==> src/rtl/rect_mover_if.sv <==
// rtl/rect_mover_if.sv - control/pixel bundle between a rect_mover and its host
interface rect_mover_if;
  logic       go;
  logic [7:0] in_x;
  logic [6:0] in_y;
  logic [2:0] colour;
  logic       dir;
  logic       pause;
  logic [7:0] out_x;
  logic [6:0] out_y;
  logic [2:0] out_colour;
  logic       plot;
  logic       busy;
  logic       at_edge;

  modport slave (
    input  go, in_x, in_y, colour, dir, pause,
    output out_x, out_y, out_colour, plot, busy, at_edge
  );

  modport master (
    output go, in_x, in_y, colour, dir, pause,
    input  out_x, out_y, out_colour, plot, busy, at_edge
  );
endinterface

==> src/rtl/rect_mover.sv <==
// rtl/rect_mover.sv - draws a rectangle, waits, erases and moves it vertically; RECT_MOVER_WRAP_EN wraps at screen limits
module rect_mover #(
  parameter int RECT_W          = 40,
  parameter int RECT_H          = 10,
  parameter int TICKS_PER_FRAME = 833333,
  parameter int FRAMES_PER_STEP = 15,
  parameter int STEP            = 1,
  parameter int Y_MAX           = 120,
  parameter int X_MAX           = 160
) (
  input  logic        clock,
  input  logic        reset_n,
  rect_mover_if.slave bus
);

  typedef enum logic [2:0] {
    S_IDLE  = 3'd0,
    S_DRAW  = 3'd1,
    S_WAIT  = 3'd2,
    S_ERASE = 3'd3,
    S_MOVE  = 3'd4
  } state_t;

  localparam int TW = (TICKS_PER_FRAME > 1) ? $clog2(TICKS_PER_FRAME) : 1;
  localparam int FW = (FRAMES_PER_STEP > 1) ? $clog2(FRAMES_PER_STEP) : 1;
  localparam logic [TW-1:0] TICK_LOAD  = TW'(TICKS_PER_FRAME - 1);
  localparam logic [FW-1:0] FRAME_LAST = FW'(FRAMES_PER_STEP - 1);
  localparam logic [7:0]    QX_LAST    = 8'(RECT_W - 1);
  localparam logic [6:0]    QY_LAST    = 7'(RECT_H - 1);
  localparam logic [7:0]    STEP_W     = 8'(STEP);
  localparam logic [7:0]    Y_LIM      = 8'(Y_MAX - RECT_H);

  state_t          state_q, state_d;
  logic [7:0]      x_q, x_d;
  logic [6:0]      y_q, y_d;
  logic [2:0]      col_q, col_d;
  logic [7:0]      qx_q, qx_d;
  logic [6:0]      qy_q, qy_d;
  logic [TW-1:0]   tick_q, tick_d;
  logic [FW-1:0]   frame_q, frame_d;
  logic            at_edge_q, at_edge_d;
  logic            last_px;
  logic [7:0]      y_ext;

  // State and datapath registers; reset abandons any pass in flight
  always_ff @(posedge clock or negedge reset_n) begin
    if (!reset_n) begin
      state_q   <= S_IDLE;
      x_q       <= '0;
      y_q       <= '0;
      col_q     <= '0;
      qx_q      <= '0;
      qy_q      <= '0;
      tick_q    <= '0;
      frame_q   <= '0;
      at_edge_q <= 1'b0;
    end else begin
      state_q   <= state_d;
      x_q       <= x_d;
      y_q       <= y_d;
      col_q     <= col_d;
      qx_q      <= qx_d;
      qy_q      <= qy_d;
      tick_q    <= tick_d;
      frame_q   <= frame_d;
      at_edge_q <= at_edge_d;
    end
  end

  // Next-state logic: scan passes, frame timing and the vertical move
  always_comb begin
    state_d   = state_q;
    x_d       = x_q;
    y_d       = y_q;
    col_d     = col_q;
    qx_d      = qx_q;
    qy_d      = qy_q;
    tick_d    = tick_q;
    frame_d   = frame_q;
`ifdef RECT_MOVER_WRAP_EN
    // A wrap is only flagged for one cycle; motion carries on
    at_edge_d = 1'b0;
`else
    at_edge_d = at_edge_q;
`endif
    last_px   = (qx_q == QX_LAST) && (qy_q == QY_LAST);
    y_ext     = {1'b0, y_q};

    case (state_q)
      S_IDLE: begin
        if (bus.go) begin
          x_d       = bus.in_x;
          y_d       = bus.in_y;
          col_d     = bus.colour;
          qx_d      = '0;
          qy_d      = '0;
          at_edge_d = 1'b0;
          state_d   = S_DRAW;
        end
      end
      S_DRAW, S_ERASE: begin
        if (last_px) begin
          qx_d = '0;
          qy_d = '0;
          if (state_q == S_ERASE) begin
            state_d = S_MOVE;
          end else begin
`ifdef RECT_MOVER_WRAP_EN
            state_d = S_WAIT;
`else
            // A clamped move leaves the rectangle parked at the limit
            state_d = at_edge_q ? S_IDLE : S_WAIT;
`endif
            tick_d  = TICK_LOAD;
            frame_d = '0;
          end
        end else if (qx_q == QX_LAST) begin
          qx_d = '0;
          qy_d = qy_q + 7'd1;
        end else begin
          qx_d = qx_q + 8'd1;
        end
      end
      S_WAIT: begin
        if (!bus.pause) begin
          if (tick_q == '0) begin
            if (frame_q == FRAME_LAST) begin
              frame_d = '0;
              state_d = S_ERASE;
            end else begin
              tick_d  = TICK_LOAD;
              frame_d = frame_q + 1'b1;
            end
          end else begin
            tick_d = tick_q - 1'b1;
          end
        end
      end
      S_MOVE: begin
        if (!bus.dir) begin
          if (y_ext >= STEP_W) begin
            y_d = 7'(y_ext - STEP_W);
          end else begin
            at_edge_d = 1'b1;
`ifdef RECT_MOVER_WRAP_EN
            y_d = 7'(Y_LIM);
`endif
          end
        end else begin
          if ((y_ext + STEP_W) <= Y_LIM) begin
            y_d = 7'(y_ext + STEP_W);
          end else begin
            at_edge_d = 1'b1;
`ifdef RECT_MOVER_WRAP_EN
            y_d = '0;
`endif
          end
        end
        state_d = S_DRAW;
      end
      default: state_d = S_IDLE;
    endcase
  end

  assign bus.out_x      = x_q + qx_q;
  assign bus.out_y      = y_q + qy_q;
  assign bus.out_colour = (state_q == S_DRAW) ? col_q : 3'b000;
  assign bus.plot       = (state_q == S_DRAW) || (state_q == S_ERASE);
  assign bus.busy       = (state_q != S_IDLE);
  assign bus.at_edge    = at_edge_q;

endmodule
==> src/flat_wrapper.sv <==
// flat-port wrapper written by rule: the top's interface ports become plain ports
module rect_mover_flat 
#(
  parameter int RECT_W          = 40,
  parameter int RECT_H          = 10,
  parameter int TICKS_PER_FRAME = 833333,
  parameter int FRAMES_PER_STEP = 15,
  parameter int STEP            = 1,
  parameter int Y_MAX           = 120,
  parameter int X_MAX           = 160
)
  (clock, reset_n, bus_go, bus_in_x, bus_in_y, bus_colour, bus_dir, bus_pause, bus_out_x, bus_out_y, bus_out_colour, bus_plot, bus_busy, bus_at_edge);
  rect_mover_if bus_i ();
  input  logic clock;
  input  logic reset_n;
  input wire logic [$bits(bus_i.go)-1:0] bus_go;
  input wire logic [$bits(bus_i.in_x)-1:0] bus_in_x;
  input wire logic [$bits(bus_i.in_y)-1:0] bus_in_y;
  input wire logic [$bits(bus_i.colour)-1:0] bus_colour;
  input wire logic [$bits(bus_i.dir)-1:0] bus_dir;
  input wire logic [$bits(bus_i.pause)-1:0] bus_pause;
  output wire logic [$bits(bus_i.out_x)-1:0] bus_out_x;
  output wire logic [$bits(bus_i.out_y)-1:0] bus_out_y;
  output wire logic [$bits(bus_i.out_colour)-1:0] bus_out_colour;
  output wire logic [$bits(bus_i.plot)-1:0] bus_plot;
  output wire logic [$bits(bus_i.busy)-1:0] bus_busy;
  output wire logic [$bits(bus_i.at_edge)-1:0] bus_at_edge;
  assign bus_i.go = bus_go;
  assign bus_i.in_x = bus_in_x;
  assign bus_i.in_y = bus_in_y;
  assign bus_i.colour = bus_colour;
  assign bus_i.dir = bus_dir;
  assign bus_i.pause = bus_pause;
  assign bus_out_x = bus_i.out_x;
  assign bus_out_y = bus_i.out_y;
  assign bus_out_colour = bus_i.out_colour;
  assign bus_plot = bus_i.plot;
  assign bus_busy = bus_i.busy;
  assign bus_at_edge = bus_i.at_edge;
  rect_mover #(.RECT_W(RECT_W), .RECT_H(RECT_H), .TICKS_PER_FRAME(TICKS_PER_FRAME), .FRAMES_PER_STEP(FRAMES_PER_STEP), .STEP(STEP), .Y_MAX(Y_MAX), .X_MAX(X_MAX)) u_core (.clock(clock), .reset_n(reset_n), .bus(bus_i));
endmodule
==> config.mk <==
export PLATFORM = sky130hd
export DESIGN_NAME = rect_mover_flat
export DESIGN_NICKNAME = d
export VERILOG_FILES = /design/src/rtl/rect_mover_if.sv /design/src/rtl/rect_mover.sv /design/src/flat_wrapper.sv
export SDC_FILE = /design/constraint.sdc
export NUM_CORES = 1
export LEC_CHECK = 0
export ABC_CLOCK_PERIOD_IN_PS = 4600
export CELL_PAD_IN_SITES_DETAIL_PLACEMENT = 0
export CELL_PAD_IN_SITES_GLOBAL_PLACEMENT = 1
export CORE_ASPECT_RATIO = 1.75
export CORE_MARGIN = 5
export CORE_UTILIZATION = 54
export CTS_BUF_LIST = sky130_fd_sc_hd__clkbuf_4
export DETAILED_ROUTE_END_ITERATION = 7
export DONT_BUFFER_PORTS = 1
export PLACE_DENSITY_LB_ADDON = 0.3
export SYNTH_ARGS = -nofsm -noshare
export SYNTH_HDL_FRONTEND = slang
export SYNTH_SLANG_ARGS = --single-unit
==> constraint.sdc <==
create_clock -name clock -period 4.6 [get_ports clock]
set_input_delay 0.92 -clock clock [delete_from_list [all_inputs] [get_ports clock]]
set_output_delay 0.92 -clock clock [all_outputs]
set_load 0.005 [all_outputs]
==> results by group <==
CTS
  • Setup bufs post-CTS: 0
  • CTS tree: done
  • Clk buf depth: 2
  • Clock Sinks: between 60 and 70
  • # H-tree levels: 3
  • Hold buffer count at cts: 0
  • Clock Pin Slew Worst Setup and Hold Paths: 0.11 ns
  • CTS Buf Count: 9
  • Post_cts resized: 0
  • Worst-skew pair later-pin latency: between 0.4 and 0.5 ns
  • Clk root buf: clkbuf_4

Timing
  • RSZ-0062 raised after global routing: no
  • Worst-Margin Slew: about 0.86 ns
  • TNS Setup: 0 ns
  • Tcrit/Tclk final: 0.732
  • Fin. max-slew vios: 0
  • Setup-failing EPs final: 0
  • Final Hold Fails: 0
  • WHS: approximately 0.19 ns
  • Final Critical Period: approximately 3.4 ns
  • F_max: 0.297 GHz
  • Relative slew margins: 0.425
  • Clk_skew: roughly 0.011 ns

Setup path
  • Worst reg2reg path startpoint: u_core.qx_q[1]$_DFFE_PN0P_
  • Reg2reg setup slack: about 1.4 ns
  • Critical path class: flip-flop to primary output
  • Setup crit start kind: flip-flop
  • Worst R2R Path Depth: 8
  • WP data arrival: approximately 2.5 ns
  • Critical path peak fanout: 11
  • Worst EP required: 3.68 ns
  • Setup crit end kind: primary output
  • R2R Path End: u_core.tick_q[15]$_DFFE_PN0P_

Finish
  • Final Non-Filler Cells: between 500 and 600
  • Synth-to-Final Area Change: 5.79%
  • Antenna Cells: 0
  • Share of cells above drive strength 1: 0.0511
  • Filler cells: a little under 700
  • Fin nets: around 510
  • Final core occ: 0.585

Floorplanning
  • Rows: 41
  • Die width: between 70 and 80 um
  • DIE AREA: just over 9000 um^2
  • Io pins: 44
  • Initial Utilization: 0.552
  • Die H: about 120 um
  • Total core area: 7230 um^2

Drt
  • Drt first-iter violations: between 200 and 250
  • Via count: 3,450
  • WL final: 10.0 mm
  • ANT nets after route: 0
  • Routed len/inst: between 15 and 20 um
  • Vias per inst: ~6.2
  • Drt drc: 0
  • DR pass1 iterations: 4

Placed design
  • Dpl cells: 540
  • Port Buffers: 0
  • Post-detail-place hpwl: ~7.6 mm
  • RePlAce Congestion: 0.899

Power
  • Internal Power: 0.000849 W
  • Clock Power Share: 0.448
  • PwrDens: between 200 and 300 nW/um^2
  • Comb pwr share: 0.042
  • Power, Total: between 0.001 and 0.0015 W
  • Switching fraction of total power: 0.215
  • P_leak: 1.90 nW
  • NetSw: around 0.00023 W
  • VDD IR max: around 190 uV
  • Reg power frac: 0.511

Synthesis
  • Post-synthesis sequential area ratio: 0.382
  • Post-Syn Area: around 4000 um^2
  • Count leader, synth: nand2_1
  • Syn Area/Cell: 8.54 um^2
  • Ys async rst share: 1.00
  • Seq cells post-synth: 61
  • Synth Warn #: 0
  • Top cells by count, synth: nand2_1, dfrtp_1, o21ai_0, nor2_1, ha_1
  • Post-synth EDFFs: 0
  • Largest cells by area after synthesis: dfrtp_1, ha_1, nand2_1
  • Synth Instances: around 470
  • Net Count, Synth: between 500 and 600
  • Post-synth top area cell: dfrtp_1
  • Synth Flop Type: dfrtp_1
  • Yosys top cell area share: 0.382
  • Yosys cell types: a little under 60

GRT
  • Largest net degree at the start of global routing: 62
  • Global Route Usage Sum: 0.238
  • Met2 Use GR: 0.435
  • Met1 Usage GRT: 0.246
  • Initial antenna violation count: 0
  • Vias in the first global route: 3,404
  • First-pass GRT wire length: between 15 and 20 mm
  • Gr ovfl total: 0
  • GR Layer Usage met3: 0.0574
  • GRT busiest layer: met2

Min path
  • Worst Hold Class: primary input to async pin

Status
  • Status: completed

Job
  • Max-cap violations: 0
worst max path at each step:
| stage | startpoint | end | slack [ns] | depth (start not counted) |
|---|---|---|---|---|
| final | u_core.y_q[0]$_DFFE_PN0P_ | bus_out_y[6] | 1.23 | 9 |
| after global routing | u_core.y_q[0]$_DFFE_PN0P_ | bus_out_y[6] | 1.01 | 9 |
| after CTS | u_core.y_q[0]$_DFFE_PN0P_ | bus_out_y[6] | 1.21 | 9 |
| after detailed placement | u_core.qx_q[1]$_DFFE_PN0P_ | u_core.tick_q[13]$_DFFE_PN0P_ | 1.44 | 8 |
| after global placement | u_core.qx_q[1]$_DFFE_PN0P_ | u_core.tick_q[13]$_DFFE_PN0P_ | 1.52 | 8 |
| after floorplan | u_core.y_q[0]$_DFFE_PN0P_ | bus_out_y[6] | 1.94 | 9 |
power by group through the flow:
stage / Sequential, W / Combinational, W / Clock [W]
finish: 0.000553 / 0.0000450 / 0.000485
global route: 0.000554 / 0.0000514 / 0.000523
CTS: 0.000553 / 0.0000457 / 0.000499
detailed placement: 0.000563 / 0.0000452 / 0
global placement: 0.000563 / 0.0000445 / 0
floorplan: 0.000560 / 0.0000383 / 0
through the flow:
step           instance area [um^2]  worst slack (ns)
2_1_floorplan                  4000              1.94
3_3_place_gp                   4050              1.52
3_5_place_dp                   4050              1.44
4_1_cts                        4230              1.21
5_1_grt                        4230              1.01
6_report                       4230              1.23
cell usage in the layout, fill, tap and decap left out, types with 3 or more instances in the layout:
cell       count
a21o_1         7
nand2_1       72
and3_1         8
o31ai_1       16
o21a_1         3
nor2b_1        7
a21oi_1       21
xor2_1        11
or2_2          3
o21ai_0       45
nor2_1        33
nand3_1       21
or3_1          6
dfrtp_1       61
bufinv_16      3
nor4_1         5
or4_1          4
ha_1          24
and2_1         6
a31oi_1        3
nand2b_1       8
nand4b_1       3
xnor2_1       11
o21ai_1        5
o211ai_1       3
o21bai_1       3
clkbuf_4      11
nor3_1        11
nand4_1        4
inv_1         15
routing by layer:
metal	routed length [um]	vias to the layer above
li1	-	1668
met1	3750	1691
met2	5610	70
met3	397	21
met4	283	0
met5	0	-
layout make-up:
type | count | area [um^2] | area share
tap | 86 | 108 | 0.0255
multi-input combinational | 377 | 2350 | 0.556
inverter | 16 | 60.1 | 0.0142
sequential | 61 | 1530 | 0.361
clock inverter | 5 | 98.8 | 0.0234
clock buffer | 11 | 82.6 | 0.0195
critical path: stages, from the launching register on:
cell      delay [ns]
dfrtp_1         0.58
ha_1            0.24
inv_1           0.05
fa_1            0.40
inv_1           0.07
a21oi_1         0.06
o21bai_1        0.20
a21o_1          0.15
a21oi_1         0.07
xnor2_1         0.21
state kept, by name (all words and copies together), names as in the netlist:
name / cells
u_core.x_q: 8
u_core.qx_q: 8
u_core.col_q: 3
u_core.frame_q: 4
u_core.tick_q: 20
u_core.y_q: 7
u_core.state_q: 3
u_core.bus.at_edge: 1
u_core.qy_q: 7
logic make-up after synthesis:
logic type               Yosys count  share of synthesized area
XOR/XNOR                          22                     0.0482
AO/OA/AOI/OAI                    124                      0.196
buffers and inverters             30                     0.0294
AND/OR/NAND/NOR                  203                      0.254
multiplexers                       2                    0.00501
flip-flops                        61                      0.382
adder cells (fa/ha/maj)           26                     0.0852
Note: power is estimated with default switching activity, not from simulation.
